===== src/rtl/fpu_arb_pkg.sv =====
// Shared types for the FPU add/sub arbiter: FSM states, in-flight tag and one-hot decode.
package fpu_arb_pkg;

    localparam int SIZE_ID_MAX = 3;
    localparam int NUM_REQ_MAX = 8;

    typedef enum logic [1:0] {RUN, DRAIN, IDLE_WAIT} arb_state_e;

    typedef struct packed {
        logic                   valid;
        logic [SIZE_ID_MAX-1:0] id;
    } tag_t;

    function automatic logic [NUM_REQ_MAX-1:0] onehot_f(input logic [SIZE_ID_MAX-1:0] id);
        onehot_f     = '0;
        onehot_f[id] = 1'b1;
    endfunction

endpackage


===== src/rtl/fpu_arb_tag_pipe.sv =====
// Requester-ID delay line that tracks each issued op through the fixed-latency FPU.
module fpu_arb_tag_pipe
    import fpu_arb_pkg::*;
#(
    parameter int DEPTH = 4
) (
    input  logic clk,
    input  logic rst_n,
    input  tag_t tag_d,
    output tag_t tag_q
);

    tag_t stage [DEPTH];

    always_ff @(posedge clk or negedge rst_n) begin
        if (!rst_n) begin
            for (int i = 0; i < DEPTH; i++) stage[i] <= '0;
        end else begin
            stage[0] <= tag_d;
            for (int i = 1; i < DEPTH; i++) stage[i] <= stage[i-1];
        end
    end

    assign tag_q = stage[DEPTH-1];

endmodule


===== src/rtl/fpu_addsub_arbiter.sv =====
// Round-robin sharing of one pipelined FPU add/sub among NUM_REQ requesters with drain/flush.
// Define FPU_ARB_FIXED_PRIO_EN for fixed priority (lowest index wins, no RR pointer).
module fpu_addsub_arbiter
    import fpu_arb_pkg::*;
#(
    parameter int NUM_REQ     = 4,
    parameter int SIZE_DATA   = 32,
    parameter int FPU_LATENCY = 4,
    parameter int SIZE_ID     = 2
) (
    input  logic                         i_clk,
    input  logic                         i_rst_n,
    input  logic [NUM_REQ-1:0]           i_req_valid,
    input  logic [NUM_REQ*SIZE_DATA-1:0] i_req_op_a,
    input  logic [NUM_REQ*SIZE_DATA-1:0] i_req_op_b,
    input  logic [NUM_REQ-1:0]           i_req_sub,
    output logic [NUM_REQ-1:0]           o_req_ready,
    output logic                         o_fpu_valid,
    output logic [SIZE_DATA-1:0]         o_fpu_op_a,
    output logic [SIZE_DATA-1:0]         o_fpu_op_b,
    output logic                         o_fpu_sub,
    input  logic [SIZE_DATA-1:0]         i_fpu_result,
    input  logic                         i_fpu_valid,
    output logic [NUM_REQ-1:0]           o_rsp_valid,
    output logic [SIZE_DATA-1:0]         o_rsp_data,
    input  logic                         i_flush,
    output logic                         o_idle,
    output logic                         o_err
);

    localparam int CNT_W = $clog2(FPU_LATENCY + 2);

    arb_state_e             state, state_nxt;
    logic                   grant_en, hs;
    int                     start, gnt_idx;
    logic [SIZE_ID-1:0]     gnt_id;
    logic [NUM_REQ-1:0]     grant;
    logic [SIZE_DATA-1:0]   sel_a, sel_b;
    logic                   sel_sub;
    logic [SIZE_ID_MAX-1:0] iss_id;
    tag_t                   tag_in, tag_out;
    logic [NUM_REQ_MAX-1:0] rsp_oh;
    logic [CNT_W-1:0]       inflight;

    // Grants are held off during reset so o_req_ready reads 0 even with requests asserted.
    assign grant_en = i_rst_n && (state == RUN) && !i_flush;

`ifdef FPU_ARB_FIXED_PRIO_EN
    assign start = 0;
`else
    logic [SIZE_ID-1:0] rr_ptr;
    assign start = int'(rr_ptr);

    always_ff @(posedge i_clk or negedge i_rst_n) begin
        if (!i_rst_n)                rr_ptr <= '0;
        else if (state == IDLE_WAIT) rr_ptr <= '0;
        else if (hs)                 rr_ptr <= SIZE_ID'((gnt_idx + 1) % NUM_REQ);
    end
`endif

    always_comb begin
        grant   = '0;
        gnt_idx = 0;
        hs      = 1'b0;
        sel_a   = '0;
        sel_b   = '0;
        sel_sub = 1'b0;
        for (int i = 0; i < NUM_REQ; i++) begin
            if (!hs && grant_en && i_req_valid[(start + i) % NUM_REQ]) begin
                hs      = 1'b1;
                gnt_idx = (start + i) % NUM_REQ;
            end
        end
        if (hs) begin
            grant[gnt_idx] = 1'b1;
            sel_a          = i_req_op_a[gnt_idx*SIZE_DATA +: SIZE_DATA];
            sel_b          = i_req_op_b[gnt_idx*SIZE_DATA +: SIZE_DATA];
            sel_sub        = i_req_sub[gnt_idx];
        end
    end

    assign o_req_ready = grant;
    assign gnt_id      = SIZE_ID'(gnt_idx);

    always_ff @(posedge i_clk or negedge i_rst_n) begin
        if (!i_rst_n) begin
            o_fpu_valid <= 1'b0;
            o_fpu_op_a  <= '0;
            o_fpu_op_b  <= '0;
            o_fpu_sub   <= 1'b0;
            iss_id      <= '0;
        end else begin
            o_fpu_valid <= hs;
            if (hs) begin
                o_fpu_op_a <= sel_a;
                o_fpu_op_b <= sel_b;
                o_fpu_sub  <= sel_sub;
                iss_id     <= SIZE_ID_MAX'(gnt_id);
            end
        end
    end

    // Fed from the issue register so the last stage lines up with i_fpu_result.
    assign tag_in = '{valid: o_fpu_valid, id: iss_id};

    fpu_arb_tag_pipe #(.DEPTH(FPU_LATENCY)) u_tag_pipe (
        .clk   (i_clk),
        .rst_n (i_rst_n),
        .tag_d (tag_in),
        .tag_q (tag_out)
    );

    assign rsp_oh = onehot_f(tag_out.id);

    always_ff @(posedge i_clk or negedge i_rst_n) begin
        if (!i_rst_n) begin
            o_rsp_valid <= '0;
            o_rsp_data  <= '0;
            o_err       <= 1'b0;
        end else begin
            o_rsp_valid <= tag_out.valid ? NUM_REQ'(rsp_oh) : '0;
            if (tag_out.valid) o_rsp_data <= i_fpu_result;
            if (i_fpu_valid != tag_out.valid) o_err <= 1'b1;
        end
    end

    always_ff @(posedge i_clk or negedge i_rst_n) begin
        if (!i_rst_n) begin
            inflight <= '0;
        end else begin
            case ({hs, tag_out.valid})
                2'b10:   inflight <= inflight + 1'b1;
                2'b01:   inflight <= inflight - 1'b1;
                default: inflight <= inflight;
            endcase
        end
    end

    always_ff @(posedge i_clk or negedge i_rst_n) begin
        if (!i_rst_n) state <= RUN;
        else          state <= state_nxt;
    end

    always_comb begin
        state_nxt = state;
        case (state)
            RUN:       if (i_flush)         state_nxt = DRAIN;
            DRAIN:     if (inflight == '0)  state_nxt = IDLE_WAIT;
            IDLE_WAIT: if (!i_flush)        state_nxt = RUN;
            default:                        state_nxt = RUN;
        endcase
    end

    assign o_idle = (state == RUN) && (inflight == '0);

endmodule


===== config.mk =====
export PLATFORM = sky130hd
export DESIGN_NAME = fpu_addsub_arbiter
export DESIGN_NICKNAME = d
export VERILOG_FILES = /design/src/rtl/fpu_arb_pkg.sv /design/src/rtl/fpu_arb_tag_pipe.sv /design/src/rtl/fpu_addsub_arbiter.sv
export SDC_FILE = /design/constraint.sdc
export NUM_CORES = 1
export LEC_CHECK = 0
export ABC_CLOCK_PERIOD_IN_PS = 2350
export CAP_MARGIN = 20
export CORE_AREA = 2 2 157 159
export DETAILED_ROUTE_END_ITERATION = 10
export DIE_AREA = 0 0 159 161
export PLACE_DENSITY = 0.67
export SKIP_LAST_GASP = 1
export SYNTH_ARGS = -nofsm -noshare
export SYNTH_HDL_FRONTEND = slang
export SYNTH_SLANG_ARGS = --single-unit

===== constraint.sdc =====
create_clock -name i_clk -period 2.35 [get_ports i_clk]
set_clock_uncertainty 0.15 [all_clocks]
set_input_delay 0.235 -clock i_clk [delete_from_list [all_inputs] [get_ports i_clk]]
set_output_delay 0.235 -clock i_clk [all_outputs]
set_load 0.02 [all_outputs]

# Yosys cells after proc, flatten, opt, wreduce, memory -nomap -nowiden

Cells that the tools add are included.

Register bits: 124
Latch bits: 0
RAM bits: 0
Bits in read-only memories: 0
Input port bits: 300
Logic and storage cells: 105
Memories kept: 0

$add $sub $neg: 6
$mul: 0
Div/mod/pow operators: 0
Magnitude comparators: 8
Equal/unequal tests: 8
Shift-type cells: 2
Mux-type cells: 35
Bitwise gates (word level): 3
Reductions and logical operators: 24

Operator list:

| cell                                                  | number |
|---|---|
| variable part select 128 x 32 -> 32 bit               | 2 |
| 2-to-1 mux 32 bit                                     | 3 |
| >= comparator 32 x 1 -> 1 bit (second input constant) | 1 |
| < comparator 32 x 4 -> 1 bit (second input constant)  | 1 |
| 2-to-1 mux 1 bit                                      | 15 |
| logical AND 1 bit                                     | 12 |
| < comparator 3 x 4 -> 1 bit (second input constant)   | 3 |
| 2-to-1 mux 2 bit                                      | 6 |
| binary-select mux 1 bit (select 2 bit)                | 5 |
| 2-to-1 mux 4 bit                                      | 2 |
| adder 2 bit (second input constant)                   | 3 |
| inequality test 2 bit (second input constant)         | 3 |
| case mux 2 bit (3 select lines)                       | 1 |
| case mux 3 bit (2 select lines)                       | 1 |
| OR reduction 2 bit                                    | 3 |
| demux 1 bit (select 2 bit)                            | 2 |
| == test 2 x 1 -> 1 bit (second input constant)        | 2 |
| == test 2 bit (second input constant)                 | 2 |
| logical NOT 1 bit                                     | 4 |
| < comparator 2 x 4 -> 1 bit (second input constant)   | 1 |
| nonzero test 2 bit                                    | 2 |
| adder 3 x 1 -> 3 bit (second input constant)          | 1 |
| AND 1 bit (first input constant)                      | 3 |
| logical NOT 3 bit                                     | 1 |
| 7 further kinds                                       | 7 |

# Longest topological paths before layout

Gate-level depths: netlist (run 1).

Depth after elaboration: 22
Depth in mapped cells: 10

# Cells and area by module

Synthesis (run 1) repeated with hierarchy kept, for this count alone.

Cells, all modules: 694
Area total of the unflattened synthesis: 6999.2 µm²

Modules (own cells, without submodules):

| module             | times used | cells an instance | area each (µm²) | seq. area each (µm²) |
|---|---|---|---|---|
| fpu_addsub_arbiter | 1          | 674               | 6568.8          | 2802.7 |
| fpu_arb_tag_pipe   | 1          | 20                | 430.4           | 400.4 |

# Least setup slack after synthesis (run 1)

No wires, ideal clock.

Path kind: input-to-reg
From: in i_req_valid[3]
To: reg inflight[2]
Setup time: 0.079 ns
Arrival time: 2.204 ns
Required time: 2.121 ns
Path slack: -0.083 ns
Stages: 9
Path buffers: 2
Path through: buf_4 > o41ai_2 > clkbuf_1 > ha_1 > inv_1 > fa_1 > xor2_1 > nor2_1 > xor2_1

Longest elaborated chain between the ends: 18
Elaborated cells on any way between the ends: 29
Classes of those cells: eq/ne (2); mux (16); reduce/logical (11)

RTL lines:

| element                                                                      | RTL line                  | RTL |
|---|---|---|
| from (decl)                                                                  | fpu_addsub_arbiter.sv:13  | `input logic [NUM_REQ-1:0] i_req_valid,` |
| binary-select mux 1 bit (select 2 bit)                                       | fpu_addsub_arbiter.sv:69  | `if (!hs && grant_en && i_req_valid[(start + i) % NUM_REQ]) begin` |
| 2-to-1 mux 1 bit (not written as such)                                       | fpu_addsub_arbiter.sv:69  |  |
| logical AND 1 bit                                                            | fpu_addsub_arbiter.sv:69  |  |
| 2-to-1 mux 1 bit                                                             | fpu_addsub_arbiter.sv:69  |  |
| logical NOT 1 bit                                                            | fpu_addsub_arbiter.sv:69  |  |
| logical AND 1 bit (2 in series)                                              | fpu_addsub_arbiter.sv:69  |  |
| 2-to-1 mux 1 bit                                                             | fpu_addsub_arbiter.sv:69  |  |
| logical NOT 1 bit                                                            | fpu_addsub_arbiter.sv:69  |  |
| logical AND 1 bit (2 in series)                                              | fpu_addsub_arbiter.sv:69  |  |
| 2-to-1 mux 1 bit                                                             | fpu_addsub_arbiter.sv:69  |  |
| logical NOT 1 bit                                                            | fpu_addsub_arbiter.sv:69  |  |
| logical AND 1 bit (2 in series)                                              | fpu_addsub_arbiter.sv:69  |  |
| 2-to-1 mux 1 bit (*)                                                         | fpu_addsub_arbiter.sv:69  |  |
| == test 2 x 1 -> 1 bit / == test 2 bit (equally long branches)               | fpu_addsub_arbiter.sv:131 | `case ({hs, tag_out.valid})` |
| case mux 3 bit (2 select lines) / nonzero test 2 bit (equally long branches) | n/a                       |  |
| to (signal assigned)                                                         | fpu_addsub_arbiter.sv:132 | `2'b10: inflight <= inflight + 1'b1;` |
| to (signal assigned)                                                         | fpu_addsub_arbiter.sv:133 | `2'b01: inflight <= inflight - 1'b1;` |
| to (signal assigned)                                                         | fpu_addsub_arbiter.sv:134 | `default: inflight <= inflight;` |
| to (decl)                                                                    | fpu_addsub_arbiter.sv:43  | `logic [CNT_W-1:0] inflight;` |

Every way passes the cells marked *; elsewhere a longest branch is shown, timed or not. The select of a mux whose other input is x is not followed.
A chain may end at the register's enable or synchronous reset.

# Worst setup path in the final report (run 1)

From: reg state[1]
To: out o_req_ready[3]

Longest elaborated chain between the ends: 22
Elaborated cells on any way between the ends: 27
Classes of those cells: order compare (2); mux (11); reduce/logical (14)

RTL lines:

| element                                                                                                    | RTL line                  | RTL |
|---|---|---|
| from (decl)                                                                                                | fpu_addsub_arbiter.sv:33  | `arb_state_e state, state_nxt;` |
| from (signal assigned)                                                                                     | fpu_addsub_arbiter.sv:141 | `else state <= state_nxt;` |
| logical NOT 2 bit (*)                                                                                      | fpu_addsub_arbiter.sv:46  | `assign grant_en = i_rst_n && (state == RUN) && !i_flush;` |
| logical AND 1 bit (*) (2 in series)                                                                        | fpu_addsub_arbiter.sv:46  |  |
| logical AND 1 bit                                                                                          | fpu_addsub_arbiter.sv:69  |  |
| 2-to-1 mux 1 bit                                                                                           | fpu_addsub_arbiter.sv:69  |  |
| logical NOT 1 bit                                                                                          | fpu_addsub_arbiter.sv:69  |  |
| logical AND 1 bit (2 in series)                                                                            | fpu_addsub_arbiter.sv:69  |  |
| 2-to-1 mux 1 bit                                                                                           | fpu_addsub_arbiter.sv:69  |  |
| logical NOT 1 bit                                                                                          | fpu_addsub_arbiter.sv:69  |  |
| [... 3 more ...]                                                                                           | n/a                       |  |
| logical NOT 1 bit                                                                                          | fpu_addsub_arbiter.sv:69  |  |
| logical AND 1 bit (2 in series)                                                                            | fpu_addsub_arbiter.sv:69  |  |
| 2-to-1 mux 32 bit                                                                                          | fpu_addsub_arbiter.sv:69  |  |
| >= comparator 32 x 1 -> 1 bit (not written as such) / < comparator 32 x 4 -> 1 bit (equally long branches) | fpu_addsub_arbiter.sv:75  | `grant[gnt_idx] = 1'b1;` |
| logical AND 1 bit (not written as such)                                                                    | fpu_addsub_arbiter.sv:75  |  |
| 2-to-1 mux 1 bit (not written as such)                                                                     | fpu_addsub_arbiter.sv:75  |  |
| demux 1 bit (select 2 bit)                                                                                 | fpu_addsub_arbiter.sv:75  |  |
| 2-to-1 mux 4 bit (*)                                                                                       | fpu_addsub_arbiter.sv:74  | `if (hs) begin` |
| to (decl)                                                                                                  | fpu_addsub_arbiter.sv:17  | `output logic [NUM_REQ-1:0] o_req_ready,` |

Every way passes the cells marked *; elsewhere a longest branch is shown, timed or not.

==> flow_summary.toml, run 1 <==
[logic_synthesis]
syn_area_sq_um = 6900
yosysMostFrequentCell = "dfrtp_1"
synth.area.top_cells = "dfrtp_1 (45%), a311o_1 (9.6%), o32a_1 (9.4%), nor3b_1 (7.3%), nor2b_1 (6.1%)"
yosys.area.top_type = "dfrtp_1"
synthCells = 619
synth_fa_ha_area_share_pct = 1.20
async_reset_ff_share_pct = 100
synth_edf_count = 0
synthXorXnorAreaFrac_pct = 0.508
synthTopCellsByCount = "dfrtp_1 (124), nor2b_1 (67), nor3b_1 (67)"
synth_nets = 925
synth_top_family_by_area = "simple AND/OR/NAND/NOR gates"
synth-simple-area-share_pct = 21.7
synth.top_cell.area_share_pct = 45.0
netlist-cell-type-count = 36
synthMuxAreaShare_pct = 5.51
yosys_register_bits = 124
synth.yosys.seq_area_share_pct = 45.0
synth_flop_cell = "dfrtp_1"
synth-compound-area-share_pct = 20.7
yosysWarnings = 0
syn_area_per_cell_sq_um = 11.2

[setup_path]
r2r_cells = 8
regToRegEndpoint = "o_fpu_op_a[20]$_DFFE_PN0P_"
worstSetupPathType = "reg2out"
arrival_ps = 2120
critPathCaptureType = "output port"
slowest_stage = "dfrtp_1"
path_cells = "nor4b_4, o41ai_4, a21oi_4, buf_4, ha_1, and2_1, buf_4"
r2r-start = "state[1]$_DFFE_PN0P_"
critical_path.most_common_cell = "buf_4"
critPathMaxStageDelay_ps = 410
worst-path-max-fanout = 5
r2r_slack_ps = -120
startpoint = "state[1]$_DFFE_PN0P_"
cp_data_required_time_ps = 1970
crit_end = "o_req_ready[3]"
critPathLaunchType = "flip-flop"

[detailed_routing]
routed_wl_mm = 32.0
dr_total_vias = 7360
first_pass_iters = 4
via_per_inst = 5.21
drc = 0
avgRoutedWirePerCell_microns = 22.7
drt-initial-drc-count = 382
ant_nets = 0

[floorplanning]
io_pins = 408
coreArea_sq_um = 24000
die_area_sq_um = 25600
dieHeight_microns = 161
chipWidth_microns = 159
initial_core_util_pct = 28.8
row_count = 57

[global_routing]
grt_pass1_vias = 7740
track_usage_pct = 23.2
antenna_found_initial = 1
grt_pass1_wl_mm = 46.0
gr-total-overflow = 0
grt_start_max_net_pins = 74

[sta]
fin_crit_ps = 2510
finalWorstSetupSlack_ps = -159
min_period_over_period_pct = 107
fmax_mhz = 399
finalHoldViolCount = 0
relSlewSlack_pct = 52.6
setup_tns_ps = -5120
rsz0062_at_grt = "true"
worst_pin_slew_ps = 710
maxSlewViolCount = 0
setup_viol = 67

[finish]
drive_above_1_share_pct = 18.6
nets = 1381
finish.utilization_pct = 55.3
fin_cells = 1412
area.growth.synth_to_final_pct = 91.9
fillers = 2160

[job]
maxCapViolCount = 0

[clocking]
clock_sinks = 124
cts_tree = "done"
clk_pin_slew_ps = 60
numCtsBuffers = 17
clockBufferDepth = 2
root_buffer = "clkbuf_16"
clk_latency_ps = 410
htree_levels = 4

[power_and_ir_drop]
power_density_nw_per_um2 = 1110
ir_worst_vdd_v = 0.000485
p_leak_nw = 5.38
p_total_mw = 14.6

[outcome]
outcome = "finished, violations left"
violations = "setup timing"

[placement]
place_congestion = 0.833
io_buffer_count = 407
dp_cells = 1327
hpwl_mm = 19.5

[min_path]
min_path_type = "reg2reg"
[state kept, by name, summed over array words and instances (netlist names)]
name,count
o_fpu_op_b,32
o_rsp_data,32
o_fpu_sub,1
u_tag_pipe.tag_q,3
rr_ptr,2
iss_id,2
state,2
o_rsp_valid,4
o_fpu_op_a,32
o_err,1
inflight,3
u_tag_pipe.stage,9
o_fpu_valid,1
[cell usage in the layout, fill, tap and decap left out, types with 5 or more instances in the layout]
cell / n
clkdlybuf4s50_1: 398
a311o_1: 66
buf_12: 14
nor3b_2: 8
buf_4: 44
mux2_2: 32
nor3b_1: 59
dfrtp_1: 124
inv_1: 6
buf_16: 10
and3_1: 66
nor2b_1: 62
nor2_1: 7
nand2_1: 8
inv_6: 5
clkbuf_16: 24
buf_6: 21
o32a_1: 65
[power by group]
group	switching (mW)	total [mW]	leakage [nW]	internal, mW
clock	1.10	2.80	0.293	1.69
sequential	0.580	3.73	1.47	3.15
combinational	3.88	8.12	3.62	4.24
total	5.57	14.6	5.38	9.07
[critical path: cells and delay by family (launching register included)]
family                     cells  cell delay, ps
AOI/OAI and AO/OA              2             390
adders and majority gates      1             120
DFF                            1             410
buffers and inverters          2             290
and+or+nand+nor                2             510
[area by class of cell]
type                            count  area, sq um  area share (%)
Tap cell                          324          405            3.06
Inverter                            9         48.8           0.368
Multi-Input combinational cell    418         3610            27.3
Clock inverter                     14          183            1.38
Sequential cell                   124         3100            23.4
Clock buffer                       17          425            3.21
Timing Repair Buffer              505         5460            41.2
Antenna cell                        1         2.50          0.0189
[cells by family after synthesis]
group,count (synthesis)
compound gates,144
xor+xnor,4
fa+ha+maj,6
simple gates,229
buf+inv,78
flops,124
mux,34
[timing repair]
item | in CTS | in global routing
hold buffers | 1 | 0
endpoints found under the hold margin | 32 | 0
cloned | 15 | 9
pin swaps | 39 | 47
endpoints found under the setup margin | 70 | 72
buffers inserted | 26 | 14
gates resized for setup | 64 | 61
[routing by layer]
layer | wire length [microns] | track usage (%)
met4 | 758 | 8.10
met1 | 13500 | 28.5
met3 | 2140 | 6.06
met5 | 0 | 0
met2 | 15600 | 39.6
[worst min path at each step]
stage / startpoint / to / depth (start not counted)
4_1_cts: i_rst_n / rr_ptr[0]$_DFFE_PN0P_ / 4
3_3_place_gp: i_rst_n / o_fpu_op_b[5]$_DFFE_PN0P_ / 2
6_report: u_tag_pipe.stage[8]$_DFF_PN0_ / u_tag_pipe.stage[4]$_DFF_PN0_ / 0
3_5_place_dp: i_rst_n / o_fpu_op_b[5]$_DFFE_PN0P_ / 2
2_1_floorplan: i_rst_n / inflight[0]$_DFFE_PN0P_ / 0
5_1_grt: i_rst_n / rr_ptr[0]$_DFFE_PN0P_ / 4
[through the flow]
| step | setup WS [ps] | hold WS (ps) | area, sq um |
|---|---|---|---|
| floorplan | 12.7 | -211 | 6910 |
| global route | -269 | 191 | 13200 |
| detailed placement | -630 | 144 | 11500 |
| finish | -159 | 197 | 13200 |
| global placement | -572 | 144 | 11500 |
| CTS | -157 | 180 | 13000 |
Power figures use the tool's default switching activity.
==> run 2, diff against run 1 <==
--- a/config.mk
+++ b/config.mk
@@ -8,9 +8,11 @@
 export ABC_CLOCK_PERIOD_IN_PS = 2350
 export CAP_MARGIN = 20
 export CORE_AREA = 2 2 157 159
+export CTS_CLUSTER_DIAMETER = 120
 export DETAILED_ROUTE_END_ITERATION = 10
 export DIE_AREA = 0 0 159 161
 export PLACE_DENSITY = 0.67
+export SKIP_CTS_REPAIR_TIMING = 1
 export SKIP_LAST_GASP = 1
 export SYNTH_ARGS = -nofsm -noshare
 export SYNTH_HDL_FRONTEND = slang
==> run 2 against run 1 <==
Against the previous run: the flow still finishes with violations (setup timing); first-iteration DRC count decreased by 19%; core utilization decreased by 4.1 points; cell count decreased by 3.1%; wire length decreased by 15%; cell area decreased by 7.4%; non-clock buffer count decreased by 43; register-to-register slack improved by 50 ps; sequential share of layout area increased by 1.9 points; total power decreased by 9.8%; clock-buffer cell count unchanged; critical path type unchanged; critical endpoint is now o_req_ready[2]; largest power group unchanged.
==> flow_summary.toml, run 2 (synthesis gave the netlist of run 1 again) <==
[outcome]
outcome = "finished, violations left"
violations = "setup timing"

[min_path]
min_from = "u_tag_pipe.stage[12]$_DFF_PN0_"
whs_endpoint = "u_tag_pipe.stage[8]$_DFF_PN0_"
hold_depth = 0
min_path_type = "reg2reg"

[finish]
fin_cells = 1368
area.growth.synth_to_final_pct = 77.6
multi_input_area_sq_um = 3490
layout_common_cells = "clkdlybuf4s50_1 (400), dfrtp_1 (124), nor2b_1 (67), nor3b_1 (67)"
largestRegisters = "o_fpu_op_a x32, o_fpu_op_b x32, o_rsp_data x32"
regArea_sq_um = 3100
drive_above_1_share_pct = 13.2
nets = 1337
finish.utilization_pct = 51.2
final_common_cell = "clkdlybuf4s50_1"
fillers = 2235
stdcell_area_sq_um = 12300

[sta]
fmax_mhz = 394
min_period_over_period_pct = 108
hold_slack_ps = 195
fin_crit_ps = 2540
rsz0062_at_grt = "true"
worst_pin_slew_ps = 722
finalWorstSetupSlack_ps = -186
finalHoldViolCount = 0
setup_viol = 69
relSlewSlack_pct = 51.9
maxSlewViolCount = 0

[setup_path]
regToRegEndpoint = "o_fpu_op_a[5]$_DFFE_PN0P_"
r2r-start = "rr_ptr[1]$_DFFE_PN0P_"
critPathLaunchType = "flip-flop"
worst-path-max-fanout = 5
cp_data_required_time_ps = 1970
r2r_slack_ps = -70
worstSetupPathType = "reg2out"
r2r_cells = 9
critPathCaptureType = "output port"
arrival_ps = 2150

[placement]
place_congestion = 0.833
dp_cells = 1327
placed_area_sq_um = 11500
hpwl_mm = 19.5
post-place-ws_ps = -630
io_buffer_count = 407

[global_routing]
antenna_found_initial = 1
grt_pass1_wl_mm = 41.4
grt_pass1_vias = 7256
track_usage_pct = 20.5
grt_start_max_net_pins = 101
gr-total-overflow = 0

[detailed_routing]
drc = 0
dr_total_vias = 6985
ant_nets = 0
routed_wl_mm = 27.2
via_per_inst = 5.11
avgRoutedWirePerCell_microns = 19.9
drt-initial-drc-count = 311
first_pass_iters = 4

[power_and_ir_drop]
ir_worst_vdd_v = 0.000475
p_leak_nw = 4.92
power_density_nw_per_um2 = 1080

[job]
maxCapViolCount = 0

[clocking]
numCtsBuffers = 17
root_buffer = "clkbuf_16"
clock_sinks = 124
clockBufferDepth = 2
htree_levels = 4
clk_pin_slew_ps = 60
clk_latency_ps = 410
cts_tree = "done"

[floorplanning]
coreArea_sq_um = 24000
initial_core_util_pct = 28.8
dieHeight_microns = 161
die_area_sq_um = 25600
row_count = 57
chipWidth_microns = 159
io_pins = 408
## run 2: changes by cell type in the layout (fill, tap and decap cells not counted), moves of 4 or more
cell / delta
buf_16: -10
buf_6: -15
clkbuf_16: -6
nor3b_2: -8
nor3b_1: +8
nor2b_4: -4
buf_8: -4
nor2b_1: +5
buf_12: -6
## run 2: how the worst max path moves through the flow
stage,from,to
after floorplan,i_req_valid[3],inflight[2]$_DFFE_PN0P_
after global placement,i_req_valid[2],o_req_ready[1]
after detailed placement,i_req_valid[2],o_req_ready[0]
after CTS,state[1]$_DFFE_PN0P_,o_req_ready[0]
after global routing,state[0]$_DFFE_PN0P_,o_req_ready[1]
final,state[0]$_DFFE_PN0P_,o_req_ready[2]
## run 2: where the power goes
group / internal [mW] / switching (mW)
Combinational: 3.37 / 3.33
Sequential: 3.15 / 0.570
Clock: 1.69 / 1.10
## run 2: layout make-up
class                           instances  share of cell area, %
Antenna cell                            1                 0.0204
Clock buffer                           17                   3.47
Clock inverter                         14                   1.49
Inverter                                9                  0.276
Multi-Input combinational cell        417                   28.4
Sequential cell                       124                   25.3
Tap cell                              324                   3.31
Timing Repair Buffer                  462                   37.7
## run 2: worst max-delay path: stages, from the launching register on
cell     delay (ps)
dfrtp_1         410
nor4b_4         410
o41ai_4         180
a21oi_4         210
buf_4           150
ha_1            130
and2_1          120
buf_4           140
## run 2: routing by layer
| metal | share of wire (%) | global-route usage [%] |
|---|---|---|
| met3 | 6.8 | 5.65 |
| met4 | 2.8 | 7.40 |
| met5 | 0 | 0 |
| met2 | 49 | 35.1 |
| met1 | 41 | 24.7 |
## run 2: stage by stage
step / total power [mW] / TNS [ps]
2_1_floorplan: 7.02 / 0
3_3_place_gp: 10.3 / -30940
3_5_place_dp: 10.4 / -32720
4_1_cts: 13.2 / -7200
5_1_grt: 13.9 / -8350
6_report: 13.2 / -4010
